<file path="src/rtl/pipe_pkg.sv">
// rtl/pipe_pkg.sv - decode bundle layout shared by predecode, skid register and execute
package pipe_pkg;

  // Bundle field widths, MSB-first order {inst, A, B, control, alucontrol, PC}
  localparam int INST_W = 32;
  localparam int A_W    = 32;
  localparam int B_W    = 32;
  localparam int CTRL_W = 54;
  localparam int ALU_W  = 38;
  localparam int PC_W   = 32;

  localparam int PIPE_W = INST_W + A_W + B_W + CTRL_W + ALU_W + PC_W;

  // Bit offsets of each field's LSB inside the flat bundle
  localparam int PC_OFF   = 0;
  localparam int ALU_OFF  = PC_OFF + PC_W;
  localparam int CTRL_OFF = ALU_OFF + ALU_W;
  localparam int B_OFF    = CTRL_OFF + CTRL_W;
  localparam int A_OFF    = B_OFF + B_W;
  localparam int INST_OFF = A_OFF + A_W;

  // All-zero bundle: every control bit clear, so execute treats it as a NOP
  localparam logic [PIPE_W-1:0] BUBBLE = '0;

  typedef struct packed {
    logic [INST_W-1:0] inst;
    logic [A_W-1:0]    a_data;
    logic [B_W-1:0]    b_data;
    logic [CTRL_W-1:0] control_data;
    logic [ALU_W-1:0]  alucontrol_data;
    logic [PC_W-1:0]   pc;
  } bundle_t;

  // Assemble a flat bundle from its fields
  function automatic logic [PIPE_W-1:0] make_bundle(
    input logic [INST_W-1:0] inst,
    input logic [A_W-1:0]    a_data,
    input logic [B_W-1:0]    b_data,
    input logic [CTRL_W-1:0] control_data,
    input logic [ALU_W-1:0]  alucontrol_data,
    input logic [PC_W-1:0]   pc
  );
    bundle_t b;
    b.inst            = inst;
    b.a_data          = a_data;
    b.b_data          = b_data;
    b.control_data    = control_data;
    b.alucontrol_data = alucontrol_data;
    b.pc              = pc;
    return b;
  endfunction

  // Extract the PC field from a flat bundle
  function automatic logic [PC_W-1:0] bundle_pc(input logic [PIPE_W-1:0] data);
    return data[PC_OFF +: PC_W];
  endfunction

endpackage

</file>
<file path="src/rtl/decode_exec_skid_reg_if.sv">
// rtl/decode_exec_skid_reg_if.sv - decode/execute handshake bundle around the skid register
interface decode_exec_skid_reg_if
  import pipe_pkg::*;
#(
  parameter int W = PIPE_W
);

  logic         in_valid;
  logic         in_ready;
  logic [W-1:0] in_data;
  logic         out_valid;
  logic         out_ready;
  logic [W-1:0] out_data;
  logic         flush;

  // Pipeline environment: decode drives the input side, execute the ready, branch unit the flush
  modport master (
    output in_valid,
    output in_data,
    output out_ready,
    output flush,
    input  in_ready,
    input  out_valid,
    input  out_data
  );

  // The skid register itself
  modport slave (
    input  in_valid,
    input  in_data,
    input  out_ready,
    input  flush,
    output in_ready,
    output out_valid,
    output out_data
  );

endinterface

</file>
<file path="src/rtl/pipe_slot.sv">
// rtl/pipe_slot.sv - one valid+data pipeline slot with load/clear enables
module pipe_slot #(
  parameter int W = 220
) (
  input  logic         clk,
  input  logic         rst,
  input  logic         load,
  input  logic         clear,
  input  logic [W-1:0] d,
  output logic         valid,
  output logic [W-1:0] data
);

  // Clear wins over load so a flush always leaves the slot empty and zeroed
  always_ff @(posedge clk or posedge rst) begin
    if (rst) begin
      valid <= 1'b0;
      data  <= '0;
    end else if (clear) begin
      valid <= 1'b0;
      data  <= '0;
    end else if (load) begin
      valid <= 1'b1;
      data  <= d;
    end
  end

endmodule

</file>
<file path="src/rtl/decode_exec_skid_reg.sv">
// rtl/decode_exec_skid_reg.sv - two-entry skid buffer between decode and execute
module decode_exec_skid_reg
  import pipe_pkg::*;
#(
  parameter int W     = PIPE_W,
  parameter int CNT_W = 32
) (
  input  logic                 clk,
  input  logic                 rst,
  decode_exec_skid_reg_if.slave bus,
  output logic [CNT_W-1:0]     stall_cnt
);

  logic         head_valid;
  logic [W-1:0] head_data;
  logic         skid_valid;
  logic [W-1:0] skid_data;

  logic         head_load;
  logic         head_clear;
  logic [W-1:0] head_d;
  logic         skid_load;
  logic         skid_clear;
  logic         skid_valid_next;
  logic         ready_q;

  logic         acc_in;
  logic         acc_out;

  assign acc_in  = bus.in_valid & ready_q;
  assign acc_out = head_valid & bus.out_ready;

  // Slot steering: head takes skid first to keep order, otherwise fresh input
  always_comb begin
    head_load  = 1'b0;
    head_clear = 1'b0;
    head_d     = bus.in_data;
    skid_load  = 1'b0;
    skid_clear = 1'b0;
    if (bus.flush) begin
      head_clear = 1'b1;
      skid_clear = 1'b1;
    end else if (!head_valid) begin
      head_load = acc_in;
    end else if (acc_out) begin
      if (skid_valid) begin
        head_load  = 1'b1;
        head_d     = skid_data;
        skid_clear = 1'b1;
      end else if (acc_in) begin
        head_load = 1'b1;
      end else begin
        head_clear = 1'b1;
      end
    end else if (acc_in) begin
      skid_load = 1'b1;
    end
  end

  // Skid occupancy after this edge; drives the registered ready
  assign skid_valid_next = !bus.flush &&
                           (skid_load || (skid_valid && !skid_clear));

  pipe_slot #(.W(W)) u_head (
    .clk   (clk),
    .rst   (rst),
    .load  (head_load),
    .clear (head_clear),
    .d     (head_d),
    .valid (head_valid),
    .data  (head_data)
  );

  pipe_slot #(.W(W)) u_skid (
    .clk   (clk),
    .rst   (rst),
    .load  (skid_load),
    .clear (skid_clear),
    .d     (bus.in_data),
    .valid (skid_valid),
    .data  (skid_data)
  );

  // Ready is its own flop so execute's out_ready never reaches decode combinationally
  always_ff @(posedge clk or posedge rst) begin
    if (rst) begin
      ready_q <= 1'b1;
    end else begin
      ready_q <= !skid_valid_next;
    end
  end

  // Back-pressure counter, saturating at all-ones, flush cycles included
  always_ff @(posedge clk or posedge rst) begin
    if (rst) begin
      stall_cnt <= '0;
    end else if (head_valid && !bus.out_ready && (stall_cnt != {CNT_W{1'b1}})) begin
      stall_cnt <= stall_cnt + CNT_W'(1);
    end
  end

  assign bus.in_ready  = ready_q;
  assign bus.out_valid = head_valid;
  assign bus.out_data  = head_data;

endmodule

</file>
<file path="src/flat_wrapper.sv">
// flat-port wrapper written by rule: the top's interface ports become plain ports
module decode_exec_skid_reg_flat import pipe_pkg::*;
#(
  parameter int W     = PIPE_W,
  parameter int CNT_W = 32
)
  (clk, rst, stall_cnt, bus_in_valid, bus_in_data, bus_out_ready, bus_flush, bus_in_ready, bus_out_valid, bus_out_data);
  decode_exec_skid_reg_if #(.W(W)) bus_i ();
  input  logic clk;
  input  logic rst;
  output logic [CNT_W-1:0] stall_cnt;
  input wire logic [$bits(bus_i.in_valid)-1:0] bus_in_valid;
  input wire logic [$bits(bus_i.in_data)-1:0] bus_in_data;
  input wire logic [$bits(bus_i.out_ready)-1:0] bus_out_ready;
  input wire logic [$bits(bus_i.flush)-1:0] bus_flush;
  output wire logic [$bits(bus_i.in_ready)-1:0] bus_in_ready;
  output wire logic [$bits(bus_i.out_valid)-1:0] bus_out_valid;
  output wire logic [$bits(bus_i.out_data)-1:0] bus_out_data;
  assign bus_i.in_valid = bus_in_valid;
  assign bus_i.in_data = bus_in_data;
  assign bus_i.out_ready = bus_out_ready;
  assign bus_i.flush = bus_flush;
  assign bus_in_ready = bus_i.in_ready;
  assign bus_out_valid = bus_i.out_valid;
  assign bus_out_data = bus_i.out_data;
  decode_exec_skid_reg #(.W(W), .CNT_W(CNT_W)) u_core (.clk(clk), .rst(rst), .bus(bus_i), .stall_cnt(stall_cnt));
endmodule
</file>
<file path="config.mk">
export PLATFORM = sky130hd
export DESIGN_NAME = decode_exec_skid_reg_flat
export DESIGN_NICKNAME = d
export VERILOG_FILES = /design/src/rtl/pipe_pkg.sv /design/src/rtl/decode_exec_skid_reg_if.sv /design/src/rtl/pipe_slot.sv /design/src/rtl/decode_exec_skid_reg.sv /design/src/flat_wrapper.sv
export SDC_FILE = /design/constraint.sdc
export NUM_CORES = 1
export LEC_CHECK = 0
export CAP_MARGIN = 20
export CORE_UTILIZATION = 29
export DETAILED_ROUTE_END_ITERATION = 10
export PLACE_DENSITY_LB_ADDON = 0.25
export SETUP_SLACK_MARGIN = 0.5
export SLEW_MARGIN = 25
export SYNTH_ARGS = -nofsm -noshare
export SYNTH_HDL_FRONTEND = slang
export SYNTH_SLANG_ARGS = --single-unit
</file>
<file path="constraint.sdc">
create_clock -name clk -period 15.4 [get_ports clk]
set_clock_uncertainty 0.2 [all_clocks]
set_input_delay 3.08 -clock clk [delete_from_list [all_inputs] [get_ports clk]]
set_output_delay 3.08 -clock clk [all_outputs]
set_load 0.1 [all_outputs]
</file>
* After elaboration in Yosys (flattened, before gate mapping) *
Index checks and enable logic that the tools add are counted.

word-level totals
  memories kept = 0
  latch bits = 0
  memory bits (writable) = 0
  flip-flop bits (word level) = 475
  ROM bits = 0
  word-level logic and storage cells = 50
  input bits = 225
  output and inout bits = 254

cells by class
  divide/modulo/power cells = 0
  magnitude comparators = 0
  reductions and logical operators = 11
  equality and inequality tests = 1
  multiplexer cells = 29
  shifts and indexed selects = 0
  $mul = 0
  bitwise operators = 2
  add/subtract/negate cells = 1

operator list
  cell                                           count
  two-way mux 220 bit                            8
  adder 32 x 1 -> 32 bit, second input constant  1
  inequality test 32 bit, second input constant  1
  two-way mux 1 bit                              21
  logical AND 1 bit                              4
  logical NOT 1 bit                              4
  nonzero test 2 bit                             2
  AND 1 bit                                      2
  logical OR 1 bit                               1

* Depth between registers and ports, before layout *
  word-level depth = 9
  mapped depth = 8

* Cells and area by module *
From an unflattened synthesis, not the netlist that was laid out.

second synthesis, totals
  cell total of the unflattened synthesis = 1821
  area total of the unflattened synthesis = 22322.7 µm²

by module, submodules not included
  module                area an instance (µm²)  seq. area each (µm²)  instances  cells an instance
  pipe_slot             9043.7                  5530.3                2          714
  decode_exec_skid_reg  4235.3                  827.0                 1          393

* Worst setup path after synthesis *
OpenSTA, ideal clock, no wires.

  path kind = input to register
  start point = input port bus_flush
  end point = register u_core.u_head.data[0]
  path buffers = 2
  cell stages on the path = 5
  slack = 10823 ps
  arrival = 4243 ps
  data required time = 15067 ps
  cells stage by stage = nand4b_1 -> clkbuf_1 -> buf_1 -> mux2i_1 -> o21ai_0

on the way
  cells in the longest elaborated chain, start to end = 3

ends and longest elaborated chain
  item                    line                        text
  start: declaration      flat_wrapper.sv:15          input wire logic [$bits(bus_i.flush)-1:0] bus_flush;
  two-way mux 220 bit     decode_exec_skid_reg.sv:40  if (bus.flush) begin
  two-way mux 220 bit     pipe_slot.sv:22             end else if (load) begin
  two-way mux 220 bit     pipe_slot.sv:19             end else if (clear) begin
  end signal: assignment  pipe_slot.sv:18             data <= '0;
  end signal: assignment  pipe_slot.sv:21             data <= '0;
  end signal: assignment  pipe_slot.sv:24             data <= d;
  end: declaration        pipe_slot.sv:11             output logic [W-1:0] data

Parallel ways exist; a longest one is shown, timed or not. The select of a mux whose other input is x is not followed.
A chain may end at the register's enable or synchronous reset.

==> impl_metrics.csv <==
group,metric,value,unit
floorplanning,core_area,65900,sq um
synth,async_flop_share,100,%
worst_setup_path,critPathRequiredTime,15.80,ns
global_route,grt_usage,17.1,%
cells_and_area,area_growth_syn_to_layout,37.6,%
clock_tree,ctsRootBufferMaster,"clkbuf_16",
worst_setup_path,path_class,"in -> async",
job,cap_violations,0,
route,ant_nets,0,
run_status,status,"finished, final reports clean",
global_route,grt_pass1_wl,91.5,mm
power_and_ir_drop,seqPwrFrac,41.2,%
power_and_ir_drop,p_comb_share,21.6,%
synth,netlist_area,19400,sq um
synth,synth_common_cells,"dfrtp_1, nand2_1, o21ai_0",
place,port_buffers,478,
route,drt_wl_total,59.3,mm
power_and_ir_drop,clkPwrFrac,37.3,%
place,dp.cells,2857,
floorplanning,start_util,29.4,%
sta,maxSlewViolCount,0,
clock_tree,clockBufferDepth,3,
worst_setup_path,critPathCaptureType,"asynchronous set/reset pin",
sta,max_freq,166,MHz
route,num_vias,14734,
power_and_ir_drop,vdd.ir_drop.worst,0.0744,mV
worst_setup_path,r2r_cells,5,
worst_setup_path,path_max_fanout,69,
sta,period_share,39.0,%
synth,yosysMostFrequentCell,"dfrtp_1",
power_and_ir_drop,total_power,3.31,mW
synth,ys.flop_type,"dfrtp_1",
floorplanning,boundaryPins,479,
power_and_ir_drop,internal-power,2.20,mW
synth,synth_fa_ha_area_share,0.0646,%
sta,grt_setup_unrepaired,"false",
sta,finalSetupViolCount,0,
clock_tree,cts_setup_buffers,0,
sta,maxSlewHeadroom,18.1,%
worst_setup_path,rrSetupSlack,12.08,ns
sta,worst_slew_pin_slew,1.23,ns
worst_setup_path,slowest_delay,0.78,ns
global_route,grt_overflow_total,0,
floorplanning,rows,94,
cells_and_area,fin_cells,2958,
synth,ys_warn_count,0,
place,gp_congestion,0.769,
synth,synth-seq-area-share,61.4,%
cells_and_area,drive_above_1_share,5.89,%
worst_setup_path,r2r-start,"u_core.u_head.valid",
worst_setup_path,worstSetupStartpoint,"rst",
clock_tree,cts_resized,0,
cells_and_area,layout.nets,2274,
synth,yosysTopAreaCellShare,61.3,%
clock_tree,h-tree-depth,2,
worst_setup_path,critPathLaunchType,"primary input",
route,avgViaCountPerCell,4.98,
floorplanning,die_w,260,microns
route,first_pass_iters,5,
clock_tree,cts_tree,"yes",
synth,syn_nets,1849,
global_route,grt_max_degree,149,
synth,synth-compound-area-share,16.3,%
synth,synthMuxAreaShare,11.4,%
synth,synth_top_family_by_area,"compound AO/OA/AOI/OAI gates",
synth,yosys.area_share.simple,6.97,%
power_and_ir_drop,power_leakage,13.0,nW
synth,synth_xor_area_share,1.13,%
worst_setup_path,worstReg2RegEnd,"u_core.u_head.data[179]",
clock_tree,clock_sinks,475,
worst_setup_path,crit_path_end,"u_core.u_head.data[0]",
global_route,first_global_vias,15247,
sta,finalHoldViolCount,0,
power_and_ir_drop,switchingPower,1.11,mW
worst_hold_path,hold_path_class,"reg -> reg",
worst_setup_path,worst_path_most_repeated_cell,"buf_4",
sta,finalSetupTns,0,ns
power_and_ir_drop,switching_share,33.6,%
worst_setup_path,worstPathArrival,6.40,ns
floorplanning,die_y,260,microns
clock_tree,worstSkewPairLatency,0.61,ns
sta,period_needed,6.01,ns
clock_tree,clk_pin_slew_worst_paths,0.06,ns
route,drtIter0Drc,974,
cells_and_area,fill_cells,6271,
synth,ys_top_cells_by_area,"dfrtp_1, mux2i_1, a22o_1, o21ai_0, nand2_1",
synth,yosysUniqueCellTypes,42,
clock_tree,cts_buffers,53,
route,drc,0,
global_route,grt_antenna_before_repair,7,
synth,synth_top_area_cell,"dfrtp_1",
route,wire_per_inst,20.0,microns
power_and_ir_drop,cellPowerDensity,124,nW/um^2
worst_setup_path,crit_path_cell_trace,"clkdlybuf4s50_1, clkinvlp_4, buf_4, buf_4, buf_4",
sta,hold_slack,0.274,ns
floorplanning,die-area,67800,sq um
synth,ys_ff_latch,475,
worst_setup_path,cp_slowest_cell,"buf_4",
synth,synth_edf_count,0,
synth,synthCells,1623,
clock_tree,cts_hold_buffers,0,
place,place_hpwl,36.8,mm
synth,avgSynthCellArea,11.9,sq um
## worst max-delay path, delay by kind of cell
family	cells	cell delay (ns)
buffers and inverters	5	3.15
## flip-flops by register name, indices dropped and copies added, names as in the netlist
name,flops
u_core.u_head.data,220
u_core.stall_cnt,32
u_core.u_skid.valid,1
u_core.bus.in_ready,1
u_core.u_skid.data,220
u_core.u_head.valid,1
## cell type report
cell class | instances | area, sq um | share of cell area [%]
inverter | 7 | 30.0 | 0.113
tap | 864 | 1080 | 4.06
clock buffer | 74 | 1520 | 5.69
multi-input combinational | 1013 | 6980 | 26.2
clock inverter | 23 | 174 | 0.653
sequential | 475 | 11900 | 44.6
antenna | 4 | 10.0 | 0.0376
timing repair buffer | 498 | 4970 | 18.6
## metrics by stage
stage	cell area [sq um]	setup WS, ns	util [%]
2_1_floorplan	19400	5.69	-
3_3_place_gp	24900	8.53	37.9
3_5_place_dp	24900	8.38	37.9
4_1_cts	26600	9.05	40.4
5_1_grt	26600	8.86	40.4
6_report	26600	9.39	40.5
## worst min-delay path by stage
stage	startpoint	end	slack, ns	depth (start not counted)
3_3_place_gp	u_core.u_head.data[127]	u_core.u_head.data[127]	0.26	2
4_1_cts	u_core.u_head.data[147]	u_core.u_head.data[147]	0.28	2
2_1_floorplan	u_core.u_skid.data[0]	u_core.u_skid.data[0]	0.27	1
6_report	u_core.u_head.data[107]	u_core.u_head.data[107]	0.27	2
5_1_grt	u_core.u_head.data[58]	u_core.u_head.data[58]	0.30	2
3_5_place_dp	u_core.u_head.data[147]	u_core.u_head.data[147]	0.27	2
## cell families (layout without fill, tap and decap cells)
logic type      Yosys count  after routing
mux                     221            221
compound gates          459            459
xor+xnor                 25             25
buf+inv                 135            602
fa+ha+maj                 1              1
simple gates            307            307
flops                   475            475
other cells               0              4
## cells in the final DEF, fill, tap and decap left out, types with 3 or more instances in the layout
cell,synthesis,routed
nand4_1,9,9
nor2_1,7,7
nand3_1,13,13
nand4_2,3,3
inv_1,7,6
diode_2,0,4
mux2i_1,220,220
dfrtp_1,474,474
xor2_1,14,14
buf_4,0,16
clkbuf_16,0,53
and4_1,3,3
clkinv_2,0,17
a22o_1,220,220
nor3_1,12,11
xnor2_1,11,11
nand2_1,236,236
clkbuf_1,110,10
clkdlybuf4s50_1,0,477
clkbuf_8,0,11
nor4_1,8,8
o21ai_0,224,224
o31ai_1,3,3
or4_1,3,3
buf_6,2,3
a21oi_1,5,4
## per-layer routing
layer / share of wire (%) / wire length, microns / GRT usage, %
met5: 0.083 / 49 / 0
met4: 2.8 / 1640 / 5.49
met3: 8.0 / 4720 / 5.22
met2: 47 / 27600 / 26.7
met1: 43 / 25200 / 22.5
## power groups by stage
stage	Combinational [mW]	Sequential, mW	Clock, mW
after detailed placement	0.720	1.38	0
after global placement	0.715	1.38	0
final	0.714	1.36	1.23
after global routing	0.747	1.37	1.33
after CTS	0.721	1.36	1.27
after floorplan	0.122	1.74	0
(Power assumes the default switching activity.)
